`src/rtl/sample_scheduler.sv`:
```
// sample_scheduler: duty-cycled ADC sampling sequencer.
// Each sample goes through WAIT (the sample interval chosen by the power state), an optional
// ADC power-up SETTLE, a CONVERT handshake and a FILTER handshake, then counts the sample.
// Build option: define SAMPLE_SCHED_TIMEOUT_EN to compile in the CONVERT/FILTER watchdog.
// Without it the handshakes wait indefinitely and timeout_err is tied low.
module sample_scheduler #(
    parameter int unsigned SETTLE_CYCLES  = 8,    // 1..255
    parameter int unsigned TIMEOUT_CYCLES = 255   // 1..65535
) (
    input  logic        clock,
    input  logic        reset_n,
    input  logic        enable,
    input  logic [1:0]  power_state,
    input  logic [15:0] sample_period,
    output logic        adc_power_req,
    output logic        adc_start,
    input  logic        adc_done,
    output logic        filter_start,
    input  logic        filter_done,
    output logic        sample_valid,
    output logic        timeout_err,
    output logic        busy,
    output logic [15:0] sample_count
);

    typedef enum logic [2:0] {
        ST_OFF,
        ST_WAIT,
        ST_SETTLE,
        ST_CONVERT,
        ST_FILTER
    } state_t;

    localparam logic [1:0] PS_SLEEP  = 2'b00;
    localparam logic [1:0] PS_IDLE   = 2'b01;
    localparam logic [1:0] PS_ACTIVE = 2'b10;

    // Counters are loaded with "length - 1" and the state is left when they reach zero.
    localparam logic [7:0] SETTLE_LAST = 8'(SETTLE_CYCLES - 1);

    state_t      r_state;
    logic [15:0] r_period_cnt;
    logic [7:0]  r_settle_cnt;
    logic        r_adc_start;
    logic        r_filter_start;
    logic        r_sample_valid;
    logic        r_timeout_err;
    logic [15:0] r_sample_count;

    logic        w_run;
    logic        w_power_req;
    logic [15:0] w_period;
    logic [15:0] w_period_last;
    logic        w_wdog_expired;

    // The scheduler only runs when enabled and the power manager is not asleep.
    assign w_run = enable && (power_state != PS_SLEEP);

    // Effective WAIT length for a WAIT entry on the coming edge, from the current power state.
    always_comb begin
        // NOTE: every variable driven here gets a default first, so no path can infer a latch.
        w_period = 16'd1;
        case (power_state)
            PS_IDLE:   w_period = sample_period;
            PS_ACTIVE: w_period = sample_period >> 2;
            default:   w_period = 16'd1;
        endcase
        if (w_period == 16'd0) begin
            w_period = 16'd1;
        end
    end

    assign w_period_last = w_period - 16'd1;

    // ADC power request: off in OFF, follows the live power state in WAIT, held on while sampling.
    always_comb begin
        w_power_req = 1'b1;
        case (r_state)
            ST_OFF:  w_power_req = 1'b0;
            ST_WAIT: w_power_req = (power_state != PS_IDLE);
            default: w_power_req = 1'b1;
        endcase
    end

`ifdef SAMPLE_SCHED_TIMEOUT_EN
    localparam logic [15:0] TIMEOUT_LAST = 16'(TIMEOUT_CYCLES - 1);

    logic [15:0] r_wdog_cnt;
    logic        w_in_handshake;
    logic        w_handshake_end;

    assign w_in_handshake  = (r_state == ST_CONVERT) || (r_state == ST_FILTER);
    assign w_wdog_expired  = w_in_handshake && (r_wdog_cnt == TIMEOUT_LAST);
    assign w_handshake_end = ((r_state == ST_CONVERT) && adc_done)
                          || ((r_state == ST_FILTER) && filter_done)
                          || w_wdog_expired;

    // Watchdog: cycles spent in the current CONVERT or FILTER visit, zero on every entry.
    always_ff @(posedge clock or negedge reset_n) begin
        if (!reset_n) begin
            r_wdog_cnt <= '0;
        end else if (!w_run || !w_in_handshake || w_handshake_end) begin
            r_wdog_cnt <= '0;
        end else begin
            r_wdog_cnt <= r_wdog_cnt + 16'd1;
        end
    end
`else
    assign w_wdog_expired = 1'b0;
`endif

    // Sequencer FSM with its counters and the registered strobes.
    always_ff @(posedge clock or negedge reset_n) begin
        if (!reset_n) begin
            r_state        <= ST_OFF;
            r_period_cnt   <= '0;
            r_settle_cnt   <= '0;
            r_adc_start    <= 1'b0;
            r_filter_start <= 1'b0;
            r_sample_valid <= 1'b0;
            r_timeout_err  <= 1'b0;
            r_sample_count <= '0;
        end else begin
            // NOTE: non-blocking assignments throughout, so every branch sees pre-edge values.
            r_adc_start    <= 1'b0;
            r_filter_start <= 1'b0;
            r_sample_valid <= 1'b0;
            r_timeout_err  <= 1'b0;

            if (!w_run) begin
                // Abort: drop the sequence without completing the sample; the count is kept.
                r_state      <= ST_OFF;
                r_period_cnt <= '0;
                r_settle_cnt <= '0;
            end else begin
                case (r_state)
                    ST_OFF: begin
                        r_state      <= ST_WAIT;
                        r_period_cnt <= w_period_last;
                    end

                    ST_WAIT: begin
                        if (r_period_cnt == 16'd0) begin
                            if (!w_power_req) begin
                                // ADC was unpowered in the last WAIT cycle: let it settle first.
                                r_state      <= ST_SETTLE;
                                r_settle_cnt <= SETTLE_LAST;
                            end else begin
                                r_state     <= ST_CONVERT;
                                r_adc_start <= 1'b1;
                            end
                        end else begin
                            r_period_cnt <= r_period_cnt - 16'd1;
                        end
                    end

                    ST_SETTLE: begin
                        if (r_settle_cnt == 8'd0) begin
                            r_state     <= ST_CONVERT;
                            r_adc_start <= 1'b1;
                        end else begin
                            r_settle_cnt <= r_settle_cnt - 8'd1;
                        end
                    end

                    ST_CONVERT: begin
                        // A done arriving on the expiry cycle still wins over the watchdog.
                        if (adc_done) begin
                            r_state        <= ST_FILTER;
                            r_filter_start <= 1'b1;
                        end else if (w_wdog_expired) begin
                            r_state       <= ST_WAIT;
                            r_period_cnt  <= w_period_last;
                            r_timeout_err <= 1'b1;
                        end
                    end

                    ST_FILTER: begin
                        if (filter_done) begin
                            r_state        <= ST_WAIT;
                            r_period_cnt   <= w_period_last;
                            r_sample_valid <= 1'b1;
                            r_sample_count <= r_sample_count + 16'd1;
                        end else if (w_wdog_expired) begin
                            r_state       <= ST_WAIT;
                            r_period_cnt  <= w_period_last;
                            r_timeout_err <= 1'b1;
                        end
                    end

                    default: begin
                        r_state <= ST_OFF;
                    end
                endcase
            end
        end
    end

    assign adc_power_req = w_power_req;
    assign adc_start     = r_adc_start;
    assign filter_start  = r_filter_start;
    assign sample_valid  = r_sample_valid;
    assign timeout_err   = r_timeout_err;
    assign sample_count  = r_sample_count;
    assign busy          = (r_state == ST_SETTLE) || (r_state == ST_CONVERT) || (r_state == ST_FILTER);

endmodule

```
`config.mk`:
```
export PLATFORM = sky130hd
export DESIGN_NAME = sample_scheduler
export DESIGN_NICKNAME = d
export VERILOG_FILES = /design/src/rtl/sample_scheduler.sv
export SDC_FILE = /design/constraint.sdc
export NUM_CORES = 1
export LEC_CHECK = 0
export BUFFER_PORTS_ARGS = -buffer_cell sky130_fd_sc_hd__buf_2
export CAP_MARGIN = 20
export CORE_ASPECT_RATIO = 0.7
export CORE_UTILIZATION = 45
export CTS_CLUSTER_DIAMETER = 150
export DETAILED_ROUTE_END_ITERATION = 7
export PLACE_DENSITY = 0.63
export SLEW_MARGIN = 20
export SYNTH_ARGS = -nofsm -noshare
export SYNTH_HDL_FRONTEND = slang
export SYNTH_SLANG_ARGS = --single-unit
```
`constraint.sdc`:
```
create_clock -name clock -period 4.5 [get_ports clock]
set_clock_uncertainty 0.15 [all_clocks]
set_input_delay 0.45 -clock clock [delete_from_list [all_inputs] [get_ports clock]]
set_output_delay 0.45 -clock clock [all_outputs]
set_load 0.03 [all_outputs]
```
Word level (Yosys, flattened, before mapping)

Cells that the tools add are included.

Input port bits: 23
Output and inout port bits: 22
Register bits after elaboration: 46

Reductions and logical operators: 12
$add $sub $neg: 4
Equal/unequal tests: 16
Muxes and demuxes: 30

Operators with widths:

| kind                                                 | number |
|---|---|
| two-way mux 16 bit                                   | 4 |
| case mux 16 bit (3 select lines)                     | 1 |
| zero test 16 bit                                     | 2 |
| two-way mux 8 bit                                    | 4 |
| case mux 16 bit (2 select lines)                     | 1 |
| subtractor 16 x 1 -> 16 bit (second input constant)  | 2 |
| != test 3 bit (second input constant)                | 7 |
| adder 16 x 1 -> 16 bit (second input constant)       | 1 |
| case mux 8 bit (2 select lines)                      | 1 |
| two-way mux 3 bit                                    | 5 |
| case mux 3 bit (5 select lines)                      | 1 |
| two-way mux 1 bit                                    | 11 |
| zero test 8 bit                                      | 1 |
| AND reduction 4 bit                                  | 2 |
| subtractor 8 x 1 -> 8 bit (second input constant)    | 1 |
| equality test 3 x 2 -> 1 bit (second input constant) | 2 |
| AND reduction 3 bit                                  | 2 |
| != test 4 x 1 -> 1 bit (second input constant)       | 1 |
| case mux 1 bit (2 select lines)                      | 2 |
| equality test 3 x 1 -> 1 bit (second input constant) | 1 |
| equality test 3 bit (second input constant)          | 1 |
| zero test 3 bit                                      | 1 |
| != test 3 x 1 -> 1 bit (second input constant)       | 1 |
| equality test 2 x 1 -> 1 bit (second input constant) | 1 |
| 5 further kinds                                      | 6 |

Logic depth before layout (Yosys ltp)

Depth in word-level cells: 8
Depth in mapped cells: 15

Worst setup path after synthesis

Ideal clock, no wire load.

Path type: input-to-reg
Start point: input port power_state[0]
End point: register r_period_cnt[6]
Stages on the path: 15
Path slack: 1.490 ns
Data required time: 4.268 ns
Library setup time: 0.082 ns
Arrival time: 2.778 ns
Path through: inv_1 > ha_1 > buf_4 > buf_4 > o21ai_0 > a21boi_0 > and4b_1 > and2_1 > nor2b_1 > ha_1 > o21ai_0 > a31oi_1 > o221ai_1 > or3_1 > a31oi_1

Longest elaborated chain between the ends: 8
Elaborated cells between the ends (all ways): 15
Classes of those cells: 1 x add/sub; 5 x eq/ne; 5 x mux; 4 x reduce/logical

Ends and longest elaborated chain:

| element                                                             | line | text |
|---|---|---|
| start, declared                                                     | 13   | `input logic [1:0] power_state,` |
| equality test 2 bit or equality test 2 x 1 -> 1 bit (tied branches) | 63   | `case (power_state)` |
| case mux 16 bit (2 select lines)                                    | 63   |  |
| zero test 16 bit                                                    | 68   | `if (w_period == 16'd0) begin` |
| two-way mux 16 bit                                                  | 68   |  |
| subtractor 16 x 1 -> 16 bit                                         | 73   | `assign w_period_last = w_period - 16'd1;` |
| two-way mux 16 bit                                                  | 179  | `if (filter_done) begin` |
| case mux 16 bit (3 select lines)                                    | 136  | `case (r_state)` |
| two-way mux 16 bit                                                  | 130  | `if (!w_run) begin` |
| end signal, assigned                                                | 139  | `r_period_cnt <= w_period_last;` |
| end signal, assigned                                                | 181  | `r_period_cnt <= w_period_last;` |
| end signal, assigned                                                | 186  | `r_period_cnt <= w_period_last;` |
| end, declared                                                       | 42   | `logic [15:0] r_period_cnt;` |

Several ways; a longest one is shown, not always the timed one. The select of a mux whose other input is x is not followed.
A chain may end at the register's enable or synchronous reset.

Final worst setup path

Start point: input port power_state[1]
End point: register r_period_cnt[6]

The elaborated chain is that of the path after synthesis.

==> key figures <==
Synth
  – Async set-or-reset flop fraction in the synthesized netlist: 1.00
  – Distinct cells, synth: 63
  – Post-Synth Adder-Cell Area: 0.0233
  – Post-synthesis average cell area: 8.33 sq um
  – Mux contribution to synthesized area: 0.0171
  – #FFs+latches synth: 46
  – Simple-Gate Fraction of Synth Area: 0.257
  – Mapped Nets: 416
  – Synth Area in XOR/XNOR: 0.0489
  – Synth top area cells: dfrtp_1 36%, nand2_1 4.3%, a21oi_1 4.0%
  – Post-synth EDFFs: 0
  – Largest family of logic cells by synthesized area: simple AND/OR/NAND/NOR gates
  – Synthesized area: ~3200 sq um
  – Cells after synthesis: 387
  – Predominant post-synthesis flop cell: dfrtp_1
  – Synthesis Warnings: 0
  – Compound-gate portion of the synthesized area: 0.245
  – Post-synth top area share: 0.357
  – Post-synthesis sequential area ratio: 0.357
  – Post-synth top area cell: dfrtp_1

CTS
  – Post_cts resized: 0
  – Post-CTS setup buffer count: 0
  – Root Buffer: clkbuf_8
  – Total clock sinks: 46
  – TritonCTS clock tree: built
  – CTS buffer count: 5
  – Clock latency on the worst-skew pair: 0.29 ns
  – # hold bufs at CTS: 0
  – Max clock buf depth: 2
  – Max H-tree Level: 2
  – Clk slew on worst S/H paths: 0.08 ns

GRT
  – Grt ovf: 0
  – Largest net degree at the start of global routing: 47
  – Vias in the first global route: 2742
  – Initial antenna violation count: 0
  – GRT Util Overall: 0.236
  – First-pass GRT wire length: around 14000 microns

Floorplanning
  – Core area: 6850 sq um
  – Initial Util: 0.471
  – I/O pin cnt: 45
  – Row count: 25
  – Die height: 72.8 microns
  – Die width: 103 microns
  – Full die area: 7520 sq um

Finish
  – Most frequent cells in the layout: 46 x dfrtp_1, 43 x buf_2, 37 x nand2_1
  – Util after Layout: 0.519
  – Synthesis-to-finish area growth: 10.3%
  – Layout cells sized above 1: 0.168
  – Fin nets: around 440
  – ANT cells: 0
  – Commonest non-fill, non-tap cell in the layout: dfrtp_1

Place
  – Post-DP HPWL: 6020 microns
  – GP Congestion: 0.883
  – IO Port Bufs: 43

Timing
  – Achievable clock frequency: roughly 270 MHz
  – RSZ-0062 raised after global routing: false
  – Final Hold Vio Count: 0
  – Fin crit period: roughly 3.6 ns
  – Smallest hold slack: 0.0787 ns
  – Final Setup Violations: 0
  – Slew headroom: 0.435
  – Max Slew Vio Count: 0
  – Final TNS setup: 0 ns
  – Worst slew pin tran: 0.846 ns
  – Final Cycle Share: 0.810

Route
  – DR vias: ~3100
  – Antenna-violating nets left: 0
  – Vias/cell: 6.17
  – DR iter-0 viols: 262
  – First-pass DRT Iterations: 7
  – Detailed-route wire length per cell: 16.5 microns
  – # DRC: 0
  – Post-Route WL: around 8400 microns

Run
  – # Max-Cap Violations: 0

Critical path
  – Worst Path Buf+Inv: 2
  – Largest stage delay, worst path: 0.70 ns
  – Crit path max fanout: 26
  – CP Launch Type: primary input
  – Req. time, crit path: 4.56 ns
  – Reg2reg start: r_state[0]
  – Crit Path Category: in -> reg
  – Worst path slowest cell: ha_1
  – Worst path depth: 14
  – Worst endpoint data arrival time: 3.71 ns
  – Critical path endpoint category: flop
  – Worst reg-to-reg setup slack: 1.14 ns
  – Reg2Reg Capture Point: r_period_cnt[6]
  – Worst-case reg-to-reg path depth: 12
  – CP top delay family: compound AO/OA/AOI/OAI gates
  – Critical-path cell list: buf_2 > inv_1 > ha_1 > a22o_1 > a21oi_1 > and4b_1 > and2_1 > nor2b_1 > ha_1 > o21ai_0 > a31oi_1 > o221ai_1 > or3_1 > a31oi_1

Power and ir drop
  – Total power: about 1300 uW
  – Lkg Pwr: 0.00158 uW
  – Peak VDD IR: 0.166 mV
  – PwrDens: 356 nW/um^2

Min path
  – HP Class: in -> async

Outcome
  – Status: finished, final reports clean
-- worst reg2reg max path, stage by stage, from the launching register on --
cell and delay [ns]:
dfrtp_1 0.57, nor3b_2 0.23, buf_4 0.29, a21oi_1 0.07, and4b_1 0.28, and2_1 0.16
nor2b_1 0.11, ha_1 0.20, o21ai_0 0.19, a31oi_1 0.34, o221ai_1 0.21, or3_1 0.37
a31oi_1 0.12
-- power by group --
group | switching (uW) | total (uW) | internal (uW)
Sequential | 49.7 | 499 | 449
Clock | 137 | 261 | 124
Combinational | 327 | 507 | 180
Total | 515 | 1270 | 753
-- flip-flops by register name, indices dropped and copies added, names as in the netlist --
signal / cells
filter_start: 1
r_period_cnt: 16
r_settle_cnt: 8
adc_start: 1
sample_count: 16
r_state: 3
sample_valid: 1
-- cell usage after synthesis, types with 6 or more instances --
| master | number |
|---|---|
| and3_1 | 6 |
| dfrtp_1 | 46 |
| a21oi_1 | 26 |
| nand4_1 | 9 |
| nor2_1 | 28 |
| clkbuf_1 | 18 |
| a22o_1 | 9 |
| xnor2_1 | 13 |
| nor4_1 | 6 |
| a22oi_1 | 9 |
| o21ai_0 | 26 |
| inv_1 | 8 |
| nand2_1 | 37 |
| or3_1 | 7 |
| a31oi_1 | 10 |
| ha_1 | 6 |
| nor3_1 | 17 |
| nand3_1 | 23 |
-- logic make-up after synthesis --
group,Yosys count
simple gates,160
compound gates,116
flops,46
buf+inv,35
xor+xnor,18
fa+ha+maj,6
mux,5
other cells,1
-- how the worst max path moves through the flow --
stage	start	end	slack, ns
finish	power_state[1]	r_period_cnt[6]	0.85
global route	power_state[1]	r_period_cnt[6]	0.59
CTS	power_state[1]	r_period_cnt[6]	0.92
detailed placement	power_state[1]	r_period_cnt[6]	0.63
global placement	power_state[1]	r_period_cnt[6]	0.70
floorplan	power_state[0]	r_period_cnt[6]	1.49
-- through the flow --
step / area [sq um] / worst slack (ns) / std cells
2_1_floorplan: 3230 / 1.49 / 387
3_3_place_gp: 3460 / 0.699 / 502
3_5_place_dp: 3460 / 0.631 / 502
4_1_cts: 3550 / 0.923 / 510
5_1_grt: 3560 / 0.591 / 510
6_report: 3560 / 0.854 / 510
-- final cells by class --
| class | instances | area, sq um |
|---|---|---|
| clock buffer | 7 | 86.3 |
| clock inverter | 1 | 5.00 |
| sequential | 46 | 1150 |
| tap | 94 | 118 |
| multi-input combinational | 306 | 1910 |
| fill | 685 | 3290 |
| timing repair buffer | 48 | 253 |
| inverter | 8 | 30.0 |
-- routing by layer --
| metal | track usage | part of all wire |
|---|---|---|
| met4 | 0.0657 | 0.012 |
| met3 | 0.0441 | 0.061 |
| met1 | 0.374 | 0.52 |
| met5 | 0 | 0 |
| met2 | 0.319 | 0.41 |
Power figures use the tool's default switching activity.
